### config.mk
export PLATFORM = sky130hd
export DESIGN_NAME = regfile_sb
export DESIGN_NICKNAME = d
export VERILOG_FILES = /design/src/rtl/regfile_sb.sv
export SDC_FILE = /design/constraint.sdc
export NUM_CORES = 2
export LEC_CHECK = 0
export CAP_MARGIN = 40
export CELL_PAD_IN_SITES_DETAIL_PLACEMENT = 0
export CELL_PAD_IN_SITES_GLOBAL_PLACEMENT = 1
export CORE_ASPECT_RATIO = 0.7
export CORE_MARGIN = 2
export CORE_UTILIZATION = 30
export DETAILED_ROUTE_END_ITERATION = 8
export GPL_TIMING_DRIVEN = 0
export HOLD_SLACK_MARGIN = 0.1
export PLACE_DENSITY_LB_ADDON = 0.1
export SLEW_MARGIN = 20
export SYNTH_ARGS = -nofsm -noshare
export SYNTH_HDL_FRONTEND = slang
export SYNTH_SLANG_ARGS = --single-unit
export TNS_END_PERCENT = 5
### constraint.sdc
create_clock -name clock -period 111.9 [get_ports clock]
set_clock_uncertainty 0.1 [all_clocks]
set_input_delay 22.38 -clock clock [delete_from_list [all_inputs] [get_ports clock]]
set_output_delay 22.38 -clock clock [all_outputs]
set_load 0.005 [all_outputs]
### src/rtl/regfile_sb.sv
// regfile_sb: parametrised register file with a per-register busy scoreboard.
//   Two combinational read ports, one write port, optional hard-wired zero
//   register, optional same-cycle write-to-read bypass. A reserve marks a
//   register busy (pending producer) at issue; the write clears it at
//   writeback. busy_count is the registered number of busy registers.
// Ports:
//   clock, ctrl_reset                  rising-edge clock, async active-high reset
//   ctrl_writeEnable/WriteReg, data_writeReg   write port
//   ctrl_readRegA/B -> data_readRegA/B          combinational read data
//   ctrl_reserveEnable/ctrl_reserveReg          scoreboard reserve
//   busy_readRegA/B                             combinational busy of read index
//   busy_count                                  registered busy population
module regfile_sb #(
  parameter int unsigned WIDTH    = 32,
  parameter int unsigned ADDR_W   = 5,
  parameter bit          ZERO_REG = 1'b1,
  parameter bit          BYPASS   = 1'b1
) (
  input  logic              clock,
  input  logic              ctrl_reset,
  input  logic              ctrl_writeEnable,
  input  logic [ADDR_W-1:0] ctrl_writeReg,
  input  logic [WIDTH-1:0]  data_writeReg,
  input  logic [ADDR_W-1:0] ctrl_readRegA,
  input  logic [ADDR_W-1:0] ctrl_readRegB,
  output logic [WIDTH-1:0]  data_readRegA,
  output logic [WIDTH-1:0]  data_readRegB,
  input  logic              ctrl_reserveEnable,
  input  logic [ADDR_W-1:0] ctrl_reserveReg,
  output logic              busy_readRegA,
  output logic              busy_readRegB,
  output logic [ADDR_W:0]   busy_count
);

  localparam int unsigned DEPTH = 1 << ADDR_W;
  localparam int unsigned CNT_W = ADDR_W + 1;

  logic [WIDTH-1:0] regs_q [DEPTH];
  logic [DEPTH-1:0] busy_q, busy_d;
  logic [CNT_W-1:0] count_q, count_d;
  logic             wr_en_c, rsv_en_c, inc_c, dec_c;
  logic             zero_a_c, zero_b_c, byp_a_c, byp_b_c;

  // Writes/reserves to the hard-wired zero register are dropped here.
  assign wr_en_c  = ctrl_writeEnable   && !(ZERO_REG && (ctrl_writeReg   == '0));
  assign rsv_en_c = ctrl_reserveEnable && !(ZERO_REG && (ctrl_reserveReg == '0));

  // Scoreboard next state: the write clears, then the reserve sets, so a
  // same-index pair leaves the bit set (reserve is the newer producer).
  always_comb begin
    busy_d = busy_q;
    if (wr_en_c)  busy_d[ctrl_writeReg]   = 1'b0;
    if (rsv_en_c) busy_d[ctrl_reserveReg] = 1'b1;
  end

  // Incremental count: only real 0->1 and 1->0 transitions move it.
  always_comb begin
    inc_c   = rsv_en_c && !busy_q[ctrl_reserveReg];
    dec_c   = wr_en_c && busy_q[ctrl_writeReg] &&
              !(rsv_en_c && (ctrl_reserveReg == ctrl_writeReg));
    count_d = count_q + CNT_W'(inc_c) - CNT_W'(dec_c);
  end

  // Storage, scoreboard and count registers.
  always_ff @(posedge clock or posedge ctrl_reset) begin
    if (ctrl_reset) begin
      for (int i = 0; i < int'(DEPTH); i++) regs_q[i] <= '0;
      busy_q  <= '0;
      count_q <= '0;
    end else begin
      if (wr_en_c) regs_q[ctrl_writeReg] <= data_writeReg;
      busy_q  <= busy_d;
      count_q <= count_d;
    end
  end

  // Read port A.
  always_comb begin
    zero_a_c      = ZERO_REG && (ctrl_readRegA == '0);
    byp_a_c       = BYPASS && wr_en_c && (ctrl_writeReg == ctrl_readRegA);
    data_readRegA = regs_q[ctrl_readRegA];
    busy_readRegA = busy_q[ctrl_readRegA];
    if (zero_a_c) begin
      data_readRegA = '0;
      busy_readRegA = 1'b0;
    end else if (byp_a_c) begin
      data_readRegA = data_writeReg;
      busy_readRegA = rsv_en_c && (ctrl_reserveReg == ctrl_readRegA);
    end
  end

  // Read port B.
  always_comb begin
    zero_b_c      = ZERO_REG && (ctrl_readRegB == '0);
    byp_b_c       = BYPASS && wr_en_c && (ctrl_writeReg == ctrl_readRegB);
    data_readRegB = regs_q[ctrl_readRegB];
    busy_readRegB = busy_q[ctrl_readRegB];
    if (zero_b_c) begin
      data_readRegB = '0;
      busy_readRegB = 1'b0;
    end else if (byp_b_c) begin
      data_readRegB = data_writeReg;
      busy_readRegB = rsv_en_c && (ctrl_reserveReg == ctrl_readRegB);
    end
  end

  assign busy_count = count_q;

endmodule
# Word level (Yosys, flattened, before mapping)
# Index checks and enable logic that the tools add are counted.
[totals] inputBits=56 word_cells=109 reg_bits=1062 output_inout_bits=72
[classes] n_addsub=2 reduce_logical=21 n_mux=31 bitwise=6 n_lt_le_gt_ge=10 eq_ne=5
[ops] cell="1024-bit bitwise mux" count=1
[ops] cell="32-bit two-way mux" count=11
[ops] cell="32-bit binary-select mux with 5-bit select" count=2
[ops] cell="32-bit demux with 5-bit select" count=1
[ops] cell="32-bit bitwise AND" count=1
[ops] cell="32-bit NOT" count=1
[ops] cell="32-bit bitwise OR" count=1
[ops] cell="5-bit == test" count=5
[ops] cell="5-bit by 6-bit < comparator with 1-bit output, second input constant" count=4
[ops] cell="1-bit binary-select mux with 5-bit select" count=4
[ops] cell="5-bit zero test" count=4
[ops] cell="6-bit >= comparator, second input constant" count=3
[ops] cell="5-bit NOT with 6-bit output" count=3
[ops] cell="1-bit logical AND" count=13
[ops] cell="1-bit demux with 5-bit select" count=2
[ops] cell="5-bit by 1-bit >= comparator with 1-bit output, second input constant" count=2
[ops] cell="1-bit two-way mux" count=10
[ops] cell="6-bit by 1-bit adder with 6-bit output" count=1
[ops] cell="6-bit by 1-bit < comparator with 1-bit output, second input constant" count=1
[ops] cell="6-bit by 1-bit subtractor with 6-bit output" count=1
[ops] cell="1-bit zero test" count=4

# Longest topological paths before layout
[depth] depth_word=9 mapped_depth=14 ltp_nobuf=12

# Least setup slack after synthesis
# OpenSTA, ideal clock, no wires.
[synth_path] path_type="input to output" start="input port ctrl_readRegA[0]" end="output port data_readRegA[4]" t_arrival_ps=24098 n_path_buf=3 required_ps=89420 stages=7 slack_ps=65322 path_cell_list="buf_4 buf_4 buf_2 mux4_2 mux2i_1 a21oi_1 a221o_1"
[synth_via] elab_chain_cells=6 word_cells_on_any_way=9 cone_classes="eq/ne (1); mux (5); bitwise (1); reduce/logical (2)"
[synth_rtl] item="from (decl)" line_no="24" rtl="input logic [ADDR_W-1:0] ctrl_readRegA,"
[synth_rtl] item="5-bit NOT with 6-bit output (not written as such)" line_no="81" rtl="data_readRegA = regs_q[ctrl_readRegA];"
[synth_rtl] item="32-bit binary-select mux with 5-bit select" line_no="81"
[synth_rtl] item="32-bit two-way mux (not written as such) (2 in a row)" line_no="81"
[synth_rtl] item="32-bit two-way mux" line_no="86" rtl="end else if (byp_a_c) begin"
[synth_rtl] item="32-bit two-way mux *" line_no="83" rtl="if (zero_a_c) begin"
[synth_rtl] item="to (decl)" line_no="26" rtl="output logic [WIDTH-1:0] data_readRegA,"
# Mark *: on every way between the ends. The rest lies on a longest branch, timed or not. The select of a mux whose other input is x is not followed.

# Worst setup path after layout
[layout_path] start="input port ctrl_readRegA[1]" end="output port data_readRegA[29]"
# The elaborated chain is that of the path after synthesis.

==> results_dict.tcl <==
set metrics [dict create \
    rr_worst_depth 12 \
    drt-total-wl_mm 367 \
    rr_endpoint "busy_count[4]" \
    dieArea_um2 199000 \
    crit_slowest_cell "a211oi_1" \
    drt_pass1_iterations 8 \
    crit_fanout 10 \
    rrSetupSlack_ns 108.47 \
    ys.flop_type "dfrtp_1" \
    fin_setup_tns_ns 0 \
    path_class "in2out" \
    synth-async-reset-ratio_pct 100 \
    dpl_cell_area_um2 65500 \
    gp_congestion 1.00 \
    arrival_ns 28.09 \
    hold_viol 0 \
    postSynthAreaPerCell_um2 14.0 \
    min-delay-start "regs_q[1001]" \
    num_rows 135 \
    drc 0 \
    nNetsFinal 4615 \
    holdCritPathClass "reg2reg" \
    worstMarginPinSlew_ns 1.32 \
    hold_slack_ns 0.382 \
    cts.sinks 1062 \
    synth_top_area_share_pct 45.4 \
    cts-resized-gates 0 \
    drive_gt1_share_pct 46.0 \
    finalCritPeriodShare_pct 45.2 \
    clk_pin_slew_ns 0.07 \
    ys_seq_elements 1062 \
    cts_tree "done" \
    overflow 0 \
    synth_edf_count 0 \
    grt_pass1_wl_mm 469 \
    maxCapViolCount 0 \
    ios 128 \
    core_area_um2 194000 \
    ant_nets 0 \
    synthTopCellsByArea "dfrtp_1 45%, mux2_2 20%, mux4_2 17%" \
    crit_path_cell_trace "clkdlybuf4s50_1 > buf_2 > buf_2 > buf_2 > buf_2 > mux2i_1 > a211oi_1 > a221o_1 > clkdlybuf4s50_1" \
    startpoint "ctrl_readRegA[1]" \
    postCtsSetupBuffers 0 \
    syn_inst 4171 \
    cp.depth 9 \
    end_kind "output port" \
    insertion_delay_ns 0.81 \
    ir_drop_mv 0.0124 \
    status "finished, final reports clean" \
    grt_start_max_net_pins 93 \
    crit_buf_inv 6 \
    yosys.area.top_type "dfrtp_1" \
    viasPerCell 6.39 \
    timing.slew.headroom_pct 11.8 \
    syn-num-nets 4234 \
    path_common_cell "buf_2" \
    cts_buffer_depth 3 \
    die_w_um 532 \
    p_per_area_nw_per_um2 18.2 \
    rsz0062_at_grt "false" \
    critPathTopFamily "buffers and inverters" \
    min_period_ns 50.57 \
    antenna_found_initial 48 \
    max_stage_delay_ns 0.97 \
    ys_types 67 \
    critPathRequiredTime_ns 89.42 \
    root_buffer "clkbuf_16" \
    final_max_slew_viol_count 0 \
    setup_ws_ns 61.33 \
    pre_cts_ws_ns 61.63 \
    port-buffer-count 118 \
    dp_hpwl_mm 264 \
    p_leak_nw 29.9 \
    die_h_um 373 \
    grt_use_total_pct 36.2 \
    start_kind "input pin" \
    start_util_pct 30.2 \
    ys.warnings.count 0 \
    fin_area_um2 69800 \
    final_core_util_pct 36.1 \
    fill_cells 18834 \
    max_freq_mhz 19.8 \
    instances_no_fill 7287 \
    drt-initial-drc-count 6870 \
    wl_per_cell_um 50.4 \
    finalSetupViolCount 0 \
    netlist_area_um2 58500 \
    numCtsBuffers 120 \
    htree_levels 3 \
    dp.cells 7014 \
    area_delta_synth_final_pct 19.4 \
    r2r_start "busy_q[2]" \
    grt_pass1_vias 43349 \
    power_mw 1.27 \
    crit_end "data_readRegA[29]" \
    holdBufCountCts 0 \
    dr_total_vias 46560 \
    synth-seq-area-share_pct 45.4 \
]
==> report_power, final <==
group,total (mW),switching [mW],internal [mW]
clock network,0.430,0.191,0.239
registers,0.518,0.0600,0.458
logic,0.326,0.167,0.158
==> kinds of logic after synthesis <==
group | Yosys count | share of synthesized area, %
adder cells (fa/ha/maj) | 7 | 0.163
AO/OA/AOI/OAI | 507 | 6.28
flip-flops | 1062 | 45.4
XOR/XNOR | 30 | 0.449
buffers and inverters | 485 | 4.11
AND/OR/NAND/NOR | 402 | 3.21
multiplexers | 1678 | 40.4
==> placed cells by master (no fill, tap or decap), types with 52 or more instances in the layout <==
| master | n |
|---|---|
| dfrtp_1 | 1062 |
| mux2_2 | 1022 |
| mux4_2 | 443 |
| mux2i_1 | 213 |
| clkbuf_1 | 179 |
| nand2_1 | 152 |
| buf_2 | 144 |
| clkbuf_16 | 121 |
| clkdlybuf4s50_1 | 118 |
| clkbuf_2 | 103 |
| a21oi_1 | 94 |
| nor2_1 | 93 |
| a221o_1 | 71 |
| o21ai_0 | 68 |
| buf_6 | 62 |
| a22oi_1 | 52 |
==> synthesized netlist by cell type, types with 5 or more instances <==
cell and count:
a2111oi_0 11, a211o_1 12, a211oi_1 48, a21oi_1 94
a221o_1 71, a221oi_1 37, a22o_1 18, a22oi_1 52
a311oi_1 5, a31oi_1 5, and3_1 38, buf_1 13
buf_2 131, buf_4 34, buf_6 30, clkbuf_1 256
dfrtp_1 1062, ha_1 6, inv_1 15, mux2_2 1022
mux2i_1 213, mux4_2 443, nand2_1 152, nand2b_1 8
nand3_1 14, nand4_1 5, nor2_1 95, nor2b_1 21
nor3_1 36, nor3b_1 7, o211ai_1 5, o21ai_0 68
o21ai_1 5, o22ai_1 41, o31ai_1 5, xnor2_1 18
xor2_1 12
==> final cells by class <==
| type | count | area, µm² | area share, % |
|---|---|---|---|
| sequential | 1062 | 26600 | 38.1 |
| tap | 2603 | 3260 | 4.66 |
| antenna | 28 | 70.1 | 0.100 |
| clock inverter | 50 | 549 | 0.787 |
| inverter | 16 | 67.6 | 0.0968 |
| multi-input combinational | 2624 | 29600 | 42.4 |
| timing repair buffer | 259 | 3690 | 5.29 |
| clock buffer | 176 | 3530 | 5.06 |
| buffer | 469 | 2490 | 3.56 |
==> worst register-to-register path: stages (launching register included) <==
cell and delay [ns]:
dfrtp_1 0.44, mux4_2 0.53, mux4_2 0.50, mux2i_1 0.17, nand2_1 0.09, ha_1 0.29, inv_1 0.04, ha_1 0.21
fa_1 0.44, a21oi_1 0.20, nor2_1 0.06, nor2_1 0.13, xnor2_1 0.13
==> worst min path at each step <==
stage,end,slack [ns],depth (start not counted)
final,regs_q[1001],0.38,1
after global routing,regs_q[1003],0.40,1
after CTS,regs_q[1009],0.38,1
after detailed placement,regs_q[1003],0.37,1
after global placement,regs_q[1009],0.36,1
after floorplan,regs_q[1001],0.34,1
==> sequential cells by signal, indices dropped and copies added (netlist names) <==
register    cells
regs_q       1024
busy_q         32
busy_count      6
==> metal layers <==
metal / up-vias / track usage (%) / routed length [µm]
li1: 16867 / - / -
met1: 25647 / 50.1 / 157000
met2: 3349 / 46.7 / 141000
met3: 689 / 17.1 / 49700
met4: 8 / 16.9 / 19600
met5: - / 0 / 47
(Power assumes the default switching activity.)
